`src/rtl/systolic_pkg.sv`:
```
`default_nettype none
// ----------------------------------------------------------------------------
// systolic_pkg : shared sizing defaults and feeder FSM state encoding
// Revision     : 1.0
// ----------------------------------------------------------------------------
package systolic_pkg;

   localparam int DATA_WIDTH_DFLT = 16;
   localparam int ARRAY_N_DFLT    = 4;
   localparam int K_MAX_DFLT      = 64;

   typedef enum logic [2:0] {
      IDLE  = 3'd0,
      CLEAR = 3'd1,
      LOAD  = 3'd2,
      FLUSH = 3'd3,
      DONE  = 3'd4
   } feeder_state_t;

   // Zero vectors needed after the last operand until PE(N-1,N-1) has its final product.
   function automatic int flush_len(input int n);
      return 2 * n + 1;
   endfunction

endpackage
`default_nettype wire

```
`src/rtl/systolic_skew_feeder_if.sv`:
```
`default_nettype none
// ----------------------------------------------------------------------------
// systolic_skew_feeder_if : operand/control bundle between upstream and feeder
// Revision                : 1.0
// ----------------------------------------------------------------------------
interface systolic_skew_feeder_if #(
   parameter int DATA_WIDTH = systolic_pkg::DATA_WIDTH_DFLT,
   parameter int ARRAY_N    = systolic_pkg::ARRAY_N_DFLT,
   parameter int K_MAX      = systolic_pkg::K_MAX_DFLT
) ();

   localparam int KW = $clog2(K_MAX + 1);

   logic                          start;
   logic [KW-1:0]                 k_len;
   logic                          busy;
   logic                          in_valid;
   logic                          in_ready;
   logic [ARRAY_N*DATA_WIDTH-1:0] a_in;
   logic [ARRAY_N*DATA_WIDTH-1:0] b_in;
   logic [ARRAY_N*DATA_WIDTH-1:0] a_out;
   logic [ARRAY_N*DATA_WIDTH-1:0] b_out;
   logic                          pe_reset;
   logic                          tile_done;

   modport master (
      output start, k_len, in_valid, a_in, b_in,
      input  busy, in_ready, a_out, b_out, pe_reset, tile_done
   );

   modport slave (
      input  start, k_len, in_valid, a_in, b_in,
      output busy, in_ready, a_out, b_out, pe_reset, tile_done
   );

endinterface
`default_nettype wire

```
`src/rtl/skew_delay_line.sv`:
```
`default_nettype none
// ----------------------------------------------------------------------------
// skew_delay_line : DEPTH-stage register pipeline with asynchronous clear
// Revision        : 1.0
// ----------------------------------------------------------------------------
module skew_delay_line #(
   parameter int DEPTH      = 1,
   parameter int DATA_WIDTH = 16
) (
   input  logic                  clk,
   input  logic                  reset,
   input  logic [DATA_WIDTH-1:0] din,
   output logic [DATA_WIDTH-1:0] dout
);

   logic [DATA_WIDTH-1:0] stage_q [DEPTH];

   always_ff @(posedge clk or posedge reset) begin
      if (reset) begin
         for (int i = 0; i < DEPTH; i++) begin
            stage_q[i] <= '0;
         end
      end else begin
         stage_q[0] <= din;
         for (int i = 1; i < DEPTH; i++) begin
            stage_q[i] <= stage_q[i-1];
         end
      end
   end

   assign dout = stage_q[DEPTH-1];

endmodule
`default_nettype wire

```
`src/rtl/systolic_skew_feeder.sv`:
```
`default_nettype none
// ----------------------------------------------------------------------------
// systolic_skew_feeder : tile sequencer and diagonal operand skew for the array
// Revision             : 1.0
// ----------------------------------------------------------------------------
module systolic_skew_feeder #(
   parameter int DATA_WIDTH = systolic_pkg::DATA_WIDTH_DFLT,
   parameter int ARRAY_N    = systolic_pkg::ARRAY_N_DFLT,
   parameter int K_MAX      = systolic_pkg::K_MAX_DFLT
) (
   input  wire                    clk,
   input  wire                    reset,
   systolic_skew_feeder_if.slave  bus
);

   import systolic_pkg::*;

   localparam int KW        = $clog2(K_MAX + 1);
   localparam int FLUSH_LEN = flush_len(ARRAY_N);
   localparam int FW        = $clog2(FLUSH_LEN + 1);
   localparam int VW        = ARRAY_N * DATA_WIDTH;

   feeder_state_t state_q, state_d;
   logic [KW-1:0] k_len_q, k_len_d;
   logic [KW-1:0] acc_cnt_q, acc_cnt_d;
   logic [FW-1:0] flush_cnt_q, flush_cnt_d;
   logic          pe_reset_q;

   logic          xfer;
   logic [KW-1:0] k_clamped;
   logic [VW-1:0] stage0_a, stage0_b;
   wire  [VW-1:0] a_skew, b_skew;

   assign xfer      = bus.in_valid && (state_q == LOAD);
   assign k_clamped = (bus.k_len > KW'(K_MAX)) ? KW'(K_MAX) : bus.k_len;

   // Non-transfer cycles inject zeros so the array accumulates nothing extra.
   assign stage0_a = xfer ? bus.a_in : '0;
   assign stage0_b = xfer ? bus.b_in : '0;

   always_comb begin
      state_d     = state_q;
      k_len_d     = k_len_q;
      acc_cnt_d   = acc_cnt_q;
      flush_cnt_d = flush_cnt_q;
      case (state_q)
         IDLE: begin
            if (bus.start) begin
               k_len_d   = k_clamped;
               acc_cnt_d = '0;
               state_d   = CLEAR;
            end
         end
         CLEAR: begin
            flush_cnt_d = '0;
            state_d     = (k_len_q == '0) ? FLUSH : LOAD;
         end
         LOAD: begin
            if (xfer) begin
               acc_cnt_d = acc_cnt_q + KW'(1);
               if (acc_cnt_d == k_len_q) begin
                  state_d = FLUSH;
               end
            end
         end
         FLUSH: begin
            if (flush_cnt_q == FW'(FLUSH_LEN - 1)) begin
               state_d = DONE;
            end else begin
               flush_cnt_d = flush_cnt_q + FW'(1);
            end
         end
         DONE: begin
            state_d = IDLE;
         end
         default: begin
            state_d = IDLE;
         end
      endcase
   end

   always_ff @(posedge clk or posedge reset) begin
      if (reset) begin
         state_q     <= IDLE;
         k_len_q     <= '0;
         acc_cnt_q   <= '0;
         flush_cnt_q <= '0;
         pe_reset_q  <= 1'b0;
      end else begin
         state_q     <= state_d;
         k_len_q     <= k_len_d;
         acc_cnt_q   <= acc_cnt_d;
         flush_cnt_q <= flush_cnt_d;
         pe_reset_q  <= (state_d != CLEAR);
      end
   end

   for (genvar i = 0; i < ARRAY_N; i++) begin : g_lane
      skew_delay_line #(
         .DEPTH      (i + 1),
         .DATA_WIDTH (DATA_WIDTH)
      ) u_a_dly (
         .clk   (clk),
         .reset (reset),
         .din   (stage0_a[i*DATA_WIDTH +: DATA_WIDTH]),
         .dout  (a_skew[i*DATA_WIDTH +: DATA_WIDTH])
      );

      skew_delay_line #(
         .DEPTH      (i + 1),
         .DATA_WIDTH (DATA_WIDTH)
      ) u_b_dly (
         .clk   (clk),
         .reset (reset),
         .din   (stage0_b[i*DATA_WIDTH +: DATA_WIDTH]),
         .dout  (b_skew[i*DATA_WIDTH +: DATA_WIDTH])
      );
   end

   assign bus.a_out     = a_skew;
   assign bus.b_out     = b_skew;
   assign bus.busy      = (state_q != IDLE);
   assign bus.in_ready  = (state_q == LOAD);
   assign bus.tile_done = (state_q == DONE);
   assign bus.pe_reset  = pe_reset_q;

endmodule
`default_nettype wire

```
`src/flat_wrapper.sv`:
```
// flat-port wrapper written by rule: the top's interface ports become plain ports
module systolic_skew_feeder_flat import systolic_pkg::*;
#(
   parameter int DATA_WIDTH = systolic_pkg::DATA_WIDTH_DFLT,
   parameter int ARRAY_N    = systolic_pkg::ARRAY_N_DFLT,
   parameter int K_MAX      = systolic_pkg::K_MAX_DFLT
)
  (clk, reset, bus_start, bus_k_len, bus_in_valid, bus_a_in, bus_b_in, bus_busy, bus_in_ready, bus_a_out, bus_b_out, bus_pe_reset, bus_tile_done);
  systolic_skew_feeder_if #(.DATA_WIDTH(DATA_WIDTH), .ARRAY_N(ARRAY_N), .K_MAX(K_MAX)) bus_i ();
  input  wire clk;
  input  wire reset;
  input wire logic [$bits(bus_i.start)-1:0] bus_start;
  input wire logic [$bits(bus_i.k_len)-1:0] bus_k_len;
  input wire logic [$bits(bus_i.in_valid)-1:0] bus_in_valid;
  input wire logic [$bits(bus_i.a_in)-1:0] bus_a_in;
  input wire logic [$bits(bus_i.b_in)-1:0] bus_b_in;
  output wire logic [$bits(bus_i.busy)-1:0] bus_busy;
  output wire logic [$bits(bus_i.in_ready)-1:0] bus_in_ready;
  output wire logic [$bits(bus_i.a_out)-1:0] bus_a_out;
  output wire logic [$bits(bus_i.b_out)-1:0] bus_b_out;
  output wire logic [$bits(bus_i.pe_reset)-1:0] bus_pe_reset;
  output wire logic [$bits(bus_i.tile_done)-1:0] bus_tile_done;
  assign bus_i.start = bus_start;
  assign bus_i.k_len = bus_k_len;
  assign bus_i.in_valid = bus_in_valid;
  assign bus_i.a_in = bus_a_in;
  assign bus_i.b_in = bus_b_in;
  assign bus_busy = bus_i.busy;
  assign bus_in_ready = bus_i.in_ready;
  assign bus_a_out = bus_i.a_out;
  assign bus_b_out = bus_i.b_out;
  assign bus_pe_reset = bus_i.pe_reset;
  assign bus_tile_done = bus_i.tile_done;
  systolic_skew_feeder #(.DATA_WIDTH(DATA_WIDTH), .ARRAY_N(ARRAY_N), .K_MAX(K_MAX)) u_core (.clk(clk), .reset(reset), .bus(bus_i));
endmodule
```
`config.mk`:
```
export PLATFORM = sky130hd
export DESIGN_NAME = systolic_skew_feeder_flat
export DESIGN_NICKNAME = d
export VERILOG_FILES = /design/src/rtl/systolic_pkg.sv /design/src/rtl/systolic_skew_feeder_if.sv /design/src/rtl/skew_delay_line.sv /design/src/rtl/systolic_skew_feeder.sv /design/src/flat_wrapper.sv
export SDC_FILE = /design/constraint.sdc
export NUM_CORES = 1
export LEC_CHECK = 0
export CAP_MARGIN = 0
export CELL_PAD_IN_SITES_DETAIL_PLACEMENT = 0
export CELL_PAD_IN_SITES_GLOBAL_PLACEMENT = 1
export CORE_UTILIZATION = 43
export DETAILED_ROUTE_END_ITERATION = 10
export GPL_TIMING_DRIVEN = 1
export HOLD_SLACK_MARGIN = 0.06
export PLACE_DENSITY_LB_ADDON = 0.25
export REMOVE_ABC_BUFFERS = 1
export SLEW_MARGIN = 15
export SYNTH_ARGS = -nofsm -noshare
export SYNTH_HDL_FRONTEND = slang
export SYNTH_SLANG_ARGS = --single-unit
```
`constraint.sdc`:
```
create_clock -name clk -period 39.6 [get_ports clk]
set_input_delay 9.9 -clock clk [delete_from_list [all_inputs] [get_ports clk]]
set_output_delay 9.9 -clock clk [all_outputs]
set_load 0.02 [all_outputs]
```
==> run metrics, run 1 <==
CP max stage cell=buf_12; clk_lat worst skew=0.49 ns; syn_area_per_cell=15.7 um^2; crit-path max FO=183; DR iter-0 viols=272; Synth async-reset ratio=100%; layout cell share with drive strength beyond 1=7.40%; Synth area leaders=dfrtp_1 79%, and2_1 7.6%, buf_4 6.7%; Vias per Instance=4.30; fmax=83.1 MHz; placed cell area=0.0131 mm^2; CTS max path bufs=3; CP Launch Type=input port; final max-slew violation count=0; die area=0.0258 mm^2; Worst path max stage delay=0.72 ns; Yosys top cell area share=79.2%; clock skew=0.00693 ns; yosys warns=0; WHS Path Cells=0; Non-Filler Cell Area, Final=0.0144 mm^2; Tot Pwr=0.972 mW; I/O Buffers=270; Vias=5,291; cell taking the most area after synthesis=dfrtp_1; CP Capture Point=u_core.g_lane[1].u_b_dly.dout[0]; Main synth FF type=dfrtp_1; cell family with most CP delay=buffers and inverters; row count=57; vias in the first global route=5,720; RSZ-0062 raised after global routing=no; routed wire length=18,700 um; peak supply drop=0.0398 mV; dpl cells=1,166; TritonRoute pass-1 iters=4; hpwl dp=12,100 um; gr usage total=15.0%; crit path from=reset; critical path depth=4; first-pass GRT wire length=29,800 um; Slew HR=37.6%; total gr overflow=0; Die H=160 um; CTS Hold Buffers Added=0; final core utilization=58.8%; DRC Markers=0; Post-CTS Resized=0; Clk pin slew, worst setup/hold paths=0.06 ns; Core Box Area=0.0245 mm^2; Crit. End Element=asynchronous set/reset pin; R2R Setup Slk=37.59 ns; Mapped Cells=686; root buffer cell=clkbuf_16; Final #Nets=1,022; Synth Register Bits=342; Routability Congestion=0.712; total clock sinks=342; largest net degree at the start of global routing=184; CTS buffer count=35; initial antenna violation count=0; I/O pin count=271; Cell Area, Synth=0.0108 mm^2; # setup viols final=0; length in cells of the worst reg-to-reg path=4; status=finished, final reports clean; Final Hold Fails=0; Synth cell types=39; R2R Path Start=u_core.state_q[1]; Starting Density=44.2%; max cap viols=0; critical path buffer and inverter count=4; die width=160 um; CTS tree=yes; Routed Antenna Nets=0; Setup Buffers After CTS=0; Worst Setup Path Type=in2async; crit share post-route=30.4%; Min-Delay Path Class=reg2reg; drt wl/cell=15.2 um; Filler Cell Count=1,937; Critical Path AT=12.58 ns; EDFF count, synth=0; minimum clock period=12.03 ns; Slew @ Worst Pin=0.936 ns; H-tree depth=2; antenna fix cells=0; most common cell after layout, fill and taps aside=dfrtp_1; reg2reg end=u_core.acc_cnt_q[2]; sequential share of the synthesized area=79.2%; CP required=40.15 ns; Syn-to-layout area delta=33.1%; most frequent cells in the layout=342 x dfrtp_1, 270 x clkdlybuf4s50_1, 131 x and2_1, 37 x clkbuf_16, 16 x o21ai_0; final std cells w/o fill=1,230; TNS Setup=0 ns; PwrDens=67.6 mW/mm^2; static leakage=6.79 nW; worst path cell trace=clkdlybuf4s50_1 > inv_8 > buf_12 > buf_4
## how the worst min path moves through the flow
stage / end / slack, ns / from
after floorplan: u_core.g_lane[1].u_a_dly.dout[0] / 0.33 / u_core.g_lane[1].u_a_dly.stage_q[16]
after global placement: u_core.g_lane[2].u_a_dly.stage_q[28] / 0.33 / u_core.g_lane[2].u_a_dly.stage_q[44]
after detailed placement: u_core.g_lane[1].u_a_dly.dout[4] / 0.33 / u_core.g_lane[1].u_a_dly.stage_q[20]
after CTS: u_core.g_lane[3].u_b_dly.stage_q[34] / 0.35 / u_core.g_lane[3].u_b_dly.stage_q[50]
after global routing: u_core.g_lane[3].u_b_dly.stage_q[34] / 0.35 / u_core.g_lane[3].u_b_dly.stage_q[50]
final: u_core.g_lane[3].u_b_dly.stage_q[34] / 0.34 / u_core.g_lane[3].u_b_dly.stage_q[50]
## synth_stat cells, types with 2 or more instances
cell      instances
nor2_1            5
and2_1          131
o21ai_1           4
nor4_1            2
a31oi_1           2
a21oi_1           2
ha_1              3
xnor2_1           5
nand2_1          12
nand2b_1          7
a31o_2            2
buf_4            96
o21ai_0          16
buf_2             2
xor2_1            6
nand3_1           5
nand4_1           3
dfrtp_1         342
inv_1             5
clkbuf_1         17
## stage by stage
step           hold WS (ns)  setup WS [ns]
2_1_floorplan         0.331          20.22
3_3_place_gp          0.331          27.05
3_5_place_dp          0.335          26.95
4_1_cts               0.345          27.49
5_1_grt               0.349          27.12
6_report              0.343          27.57
## kinds of logic (layout without fill, tap and decap cells)
group	after synthesis	count (layout)	share of synthesized area (%)
buffers and inverters	122	342	7.68
DFF	342	342	79.2
muxes	1	1	0.104
and+or+nand+nor	174	174	9.79
xor gates and xnor gates	12	12	1.10
adders and majority gates	3	3	0.348
AOI/OAI and AO/OA	32	32	1.75
## where the power goes
group          switching, mW  leakage [nW]  internal (mW)
clock network          0.128         0.602          0.208
logic                 0.0947          1.65         0.0913
registers             0.0281          4.54          0.422
## layer usage
| layer | up-vias | share of wire [%] | track usage [%] |
|---|---|---|---|
| li1 | 2435 | - | - |
| met4 | 0 | 2.9 | 6.15 |
| met5 | - | 0 | 0 |
| met3 | 45 | 8.1 | 4.86 |
| met1 | 2616 | 40 | 18.6 |
| met2 | 195 | 49 | 24.2 |
## flip-flops by register name, summed over array words and instances, names as in the netlist
register	count
u_core.acc_cnt_q	7
u_core.k_len_q	7
u_core.g_lane.u_b_dly.dout	64
u_core.g_lane.u_a_dly.stage_q	96
u_core.g_lane.u_b_dly.stage_q	96
u_core.bus.pe_reset	1
u_core.state_q	3
u_core.g_lane.u_a_dly.dout	64
u_core.flush_cnt_q	4
## layout make-up
class	count	area, um^2	area share (%)
inverter	5	26.3	0.183
sequential	342	8560	59.5
clock inverter	14	178	1.24
tap	324	405	2.82
multi-input combinational	222	1420	9.86
clock buffer	49	1030	7.17
timing repair buffer	274	2770	19.2
No activity file was read; power rests on OpenSTA's default activity.
==> run 2: changes to the inputs <==
--- a/config.mk
+++ b/config.mk
@@ -8,7 +8,7 @@
 export CAP_MARGIN = 0
 export CELL_PAD_IN_SITES_DETAIL_PLACEMENT = 0
 export CELL_PAD_IN_SITES_GLOBAL_PLACEMENT = 1
-export CORE_UTILIZATION = 43
+export CORE_UTILIZATION = 36
 export DETAILED_ROUTE_END_ITERATION = 10
 export GPL_TIMING_DRIVEN = 1
 export HOLD_SLACK_MARGIN = 0.06
==> constraint.sdc (replaced) <==
create_clock -name clk -period 10.6 [get_ports clk]
set_input_delay 2.65 -clock clk [delete_from_list [all_inputs] [get_ports clk]]
set_output_delay 2.65 -clock clk [all_outputs]
set_load 0.02 [all_outputs]
==> run metrics, run 2 (synthesized netlist as in run 1, its figures left out) <==
status=finished, final reports clean; CP required=7.95 ns (-32.20 ns); Crit. End Element=output pin; Routed Antenna Nets=0 (unchanged); CP Launch Type=register; static leakage=6.78 nW (-0.11%); PwrDens=250 mW/mm^2 (+270%); Post-CTS Resized=0 (unchanged); H-tree depth=2 (unchanged); Critical Path AT=2.07 ns (-10.51 ns); gr usage total=12.7% (-2.3 points); CTS Hold Buffers Added=0 (unchanged); crit-path max FO=11 (-94%); CTS max path bufs=3 (unchanged); max cap viols=0 (unchanged); Slew HR=36.6% (-0.99 points); Die H=175 um (+9.2%); final max-slew violation count=0 (unchanged); CTS tree=yes; peak supply drop=0.128 mV (+220%); hpwl dp=12,000 um (-0.71%); clock skew=0.0121 ns (+0.00515 ns); DRC Markers=0 (unchanged); Internal=2.68 mW (+270%); die width=175 um (+9.2%); TritonRoute pass-1 iters=4 (unchanged); Sw Share=26.0% (+0.24 points); Starting Density=36.5% (-7.6 points); Slew @ Worst Pin=0.951 ns (+0.0148 ns); crit share post-route=44.6%; I/O Buffers=270 (unchanged); CTS buffer count=36 (+2.9%); Comb pwr share=18.9% (-0.2 points); root buffer cell=clkbuf_16; Core Box Area=0.0296 mm^2 (+21%); most frequent cells in the layout=342 x dfrtp_1, 270 x clkdlybuf4s50_1, 131 x and2_1, 38 x clkbuf_16, 16 x o21ai_0; Reg power frac=46.3% (about the same); # setup viols final=0 (unchanged); Clk pin slew, worst setup/hold paths=0.06 ns (about the same); setup slack at placement=5.74 ns (-21.21 ns); Clock Power Share=34.7% (about the same); largest net degree at the start of global routing=167 (-9.2%); row count=63 (+11%); Vias=5,263 (-0.53%); Routability Congestion=0.708 (-0.65%); routed wire length=18,800 um (+0.55%); CP max stage cell=clkdlybuf4s50_1; hold_ws=0.343 ns (-0.0000240 ns); Top Registers=u_core.g_lane.u_a_dly.stage_q (96), u_core.g_lane.u_b_dly.stage_q (96); total gr overflow=0 (unchanged); Setup Buffers After CTS=0 (unchanged); die area=0.0307 mm^2 (+19%); total clock sinks=342 (unchanged); RSZ-0062 raised after global routing=no; minimum clock period=4.72 ns; Final #Nets=1,022 (unchanged); most common cell after layout, fill and taps aside=dfrtp_1; Min-Delay Path Class=reg2reg; Final Hold Fails=0 (unchanged); vias in the first global route=5,354 (-6.4%); Worst Slack Setup Final=5.88 ns (-21.69 ns); Vias per Instance=4.05 (-5.9%); DR iter-0 viols=398 (+46%); layout cell share with drive strength beyond 1=7.71% (+0.31 points); Worst Setup Path Type=reg2out; initial antenna violation count=2 (+2); net load switching power=0.941 mW (+280%); I/O pin count=271 (unchanged); worst path cell trace=inv_1 > nor3_1 > clkdlybuf4s50_1; clk_lat worst skew=0.50 ns (about the same); fmax=212 MHz; Syn-to-layout area delta=34.0%; first-pass GRT wire length=30,000 um (+0.56%); Worst path max stage delay=0.63 ns (-0.09 ns); drt wl/cell=14.5 um (-4.9%)
[run 2: worst paths after layout]
check	startpoint	endpoint	slack (ns)	depth (start not counted)
worst max-delay path	u_core.state_q[1]	bus_in_ready	5.88	3
worst min-delay path	u_core.g_lane[2].u_b_dly.stage_q[20]	u_core.g_lane[2].u_b_dly.dout[4]	0.34	0
worst max register to register	u_core.state_q[1]	u_core.acc_cnt_q[6]	8.58	4
worst min register to register	u_core.g_lane[2].u_b_dly.stage_q[20]	u_core.g_lane[2].u_b_dly.dout[4]	0.34	0
max in group asynchronous	reset	u_core.g_lane[3].u_a_dly.stage_q[47]	6.50	3
min in group asynchronous	reset	u_core.g_lane[0].u_b_dly.dout[0]	2.67	2
[run 2: metal layers]
metal	routed length [um]	global-route usage (%)	part of all wire (%)	vias up
met5	12	0	0.064	-
met4	485	4.86	2.6	2
met3	1790	4.85	9.5	40
met2	8890	19.7	47	200
met1	7630	16.1	41	2576
li1	-	-	-	2445
[run 2: area by class of cell]
| class | count | area [um^2] |
|---|---|---|
| Tap cell | 390 | 488 |
| Multi-Input combinational cell | 222 | 1420 |
| Clock inverter | 14 | 139 |
| Antenna cell | 2 | 5.00 |
| Fill cell | 2553 | 15100 |
| Timing Repair Buffer | 273 | 2740 |
| Clock buffer | 52 | 1090 |
| Inverter | 5 | 26.3 |
| Sequential cell | 342 | 8560 |
[run 2: worst max-delay path: cells and delay by family (launching register included)]
kind | cells | cell delay (ns)
buffers and inverters | 2 | 0.82
flip-flops | 1 | 0.54
AND/OR/NAND/NOR | 1 | 0.21
[run 2: power by group through the flow]
| stage | combinational, mW | clock [mW] | sequential [mW] |
|---|---|---|---|
| 2_1_floorplan | 0.226 | 0 | 1.81 |
| 3_3_place_gp | 0.693 | 0 | 1.69 |
| 3_5_place_dp | 0.700 | 0 | 1.70 |
| 4_1_cts | 0.702 | 1.30 | 1.68 |
| 5_1_grt | 0.750 | 1.35 | 1.71 |
| 6_report | 0.685 | 1.26 | 1.68 |
[run 2: metrics by stage]
step	cells	util [%]	instance area, um^2	setup TNS, ns	total power, mW
finish	1300	48.9	14500	0	3.62
global placement	1232	44.7	13200	0	2.38
global route	1298	48.9	14500	0	3.81
floorplan	569	-	9990	-523.26	2.03
CTS	1298	48.9	14500	0	3.68
detailed placement	1232	44.7	13200	0	2.40
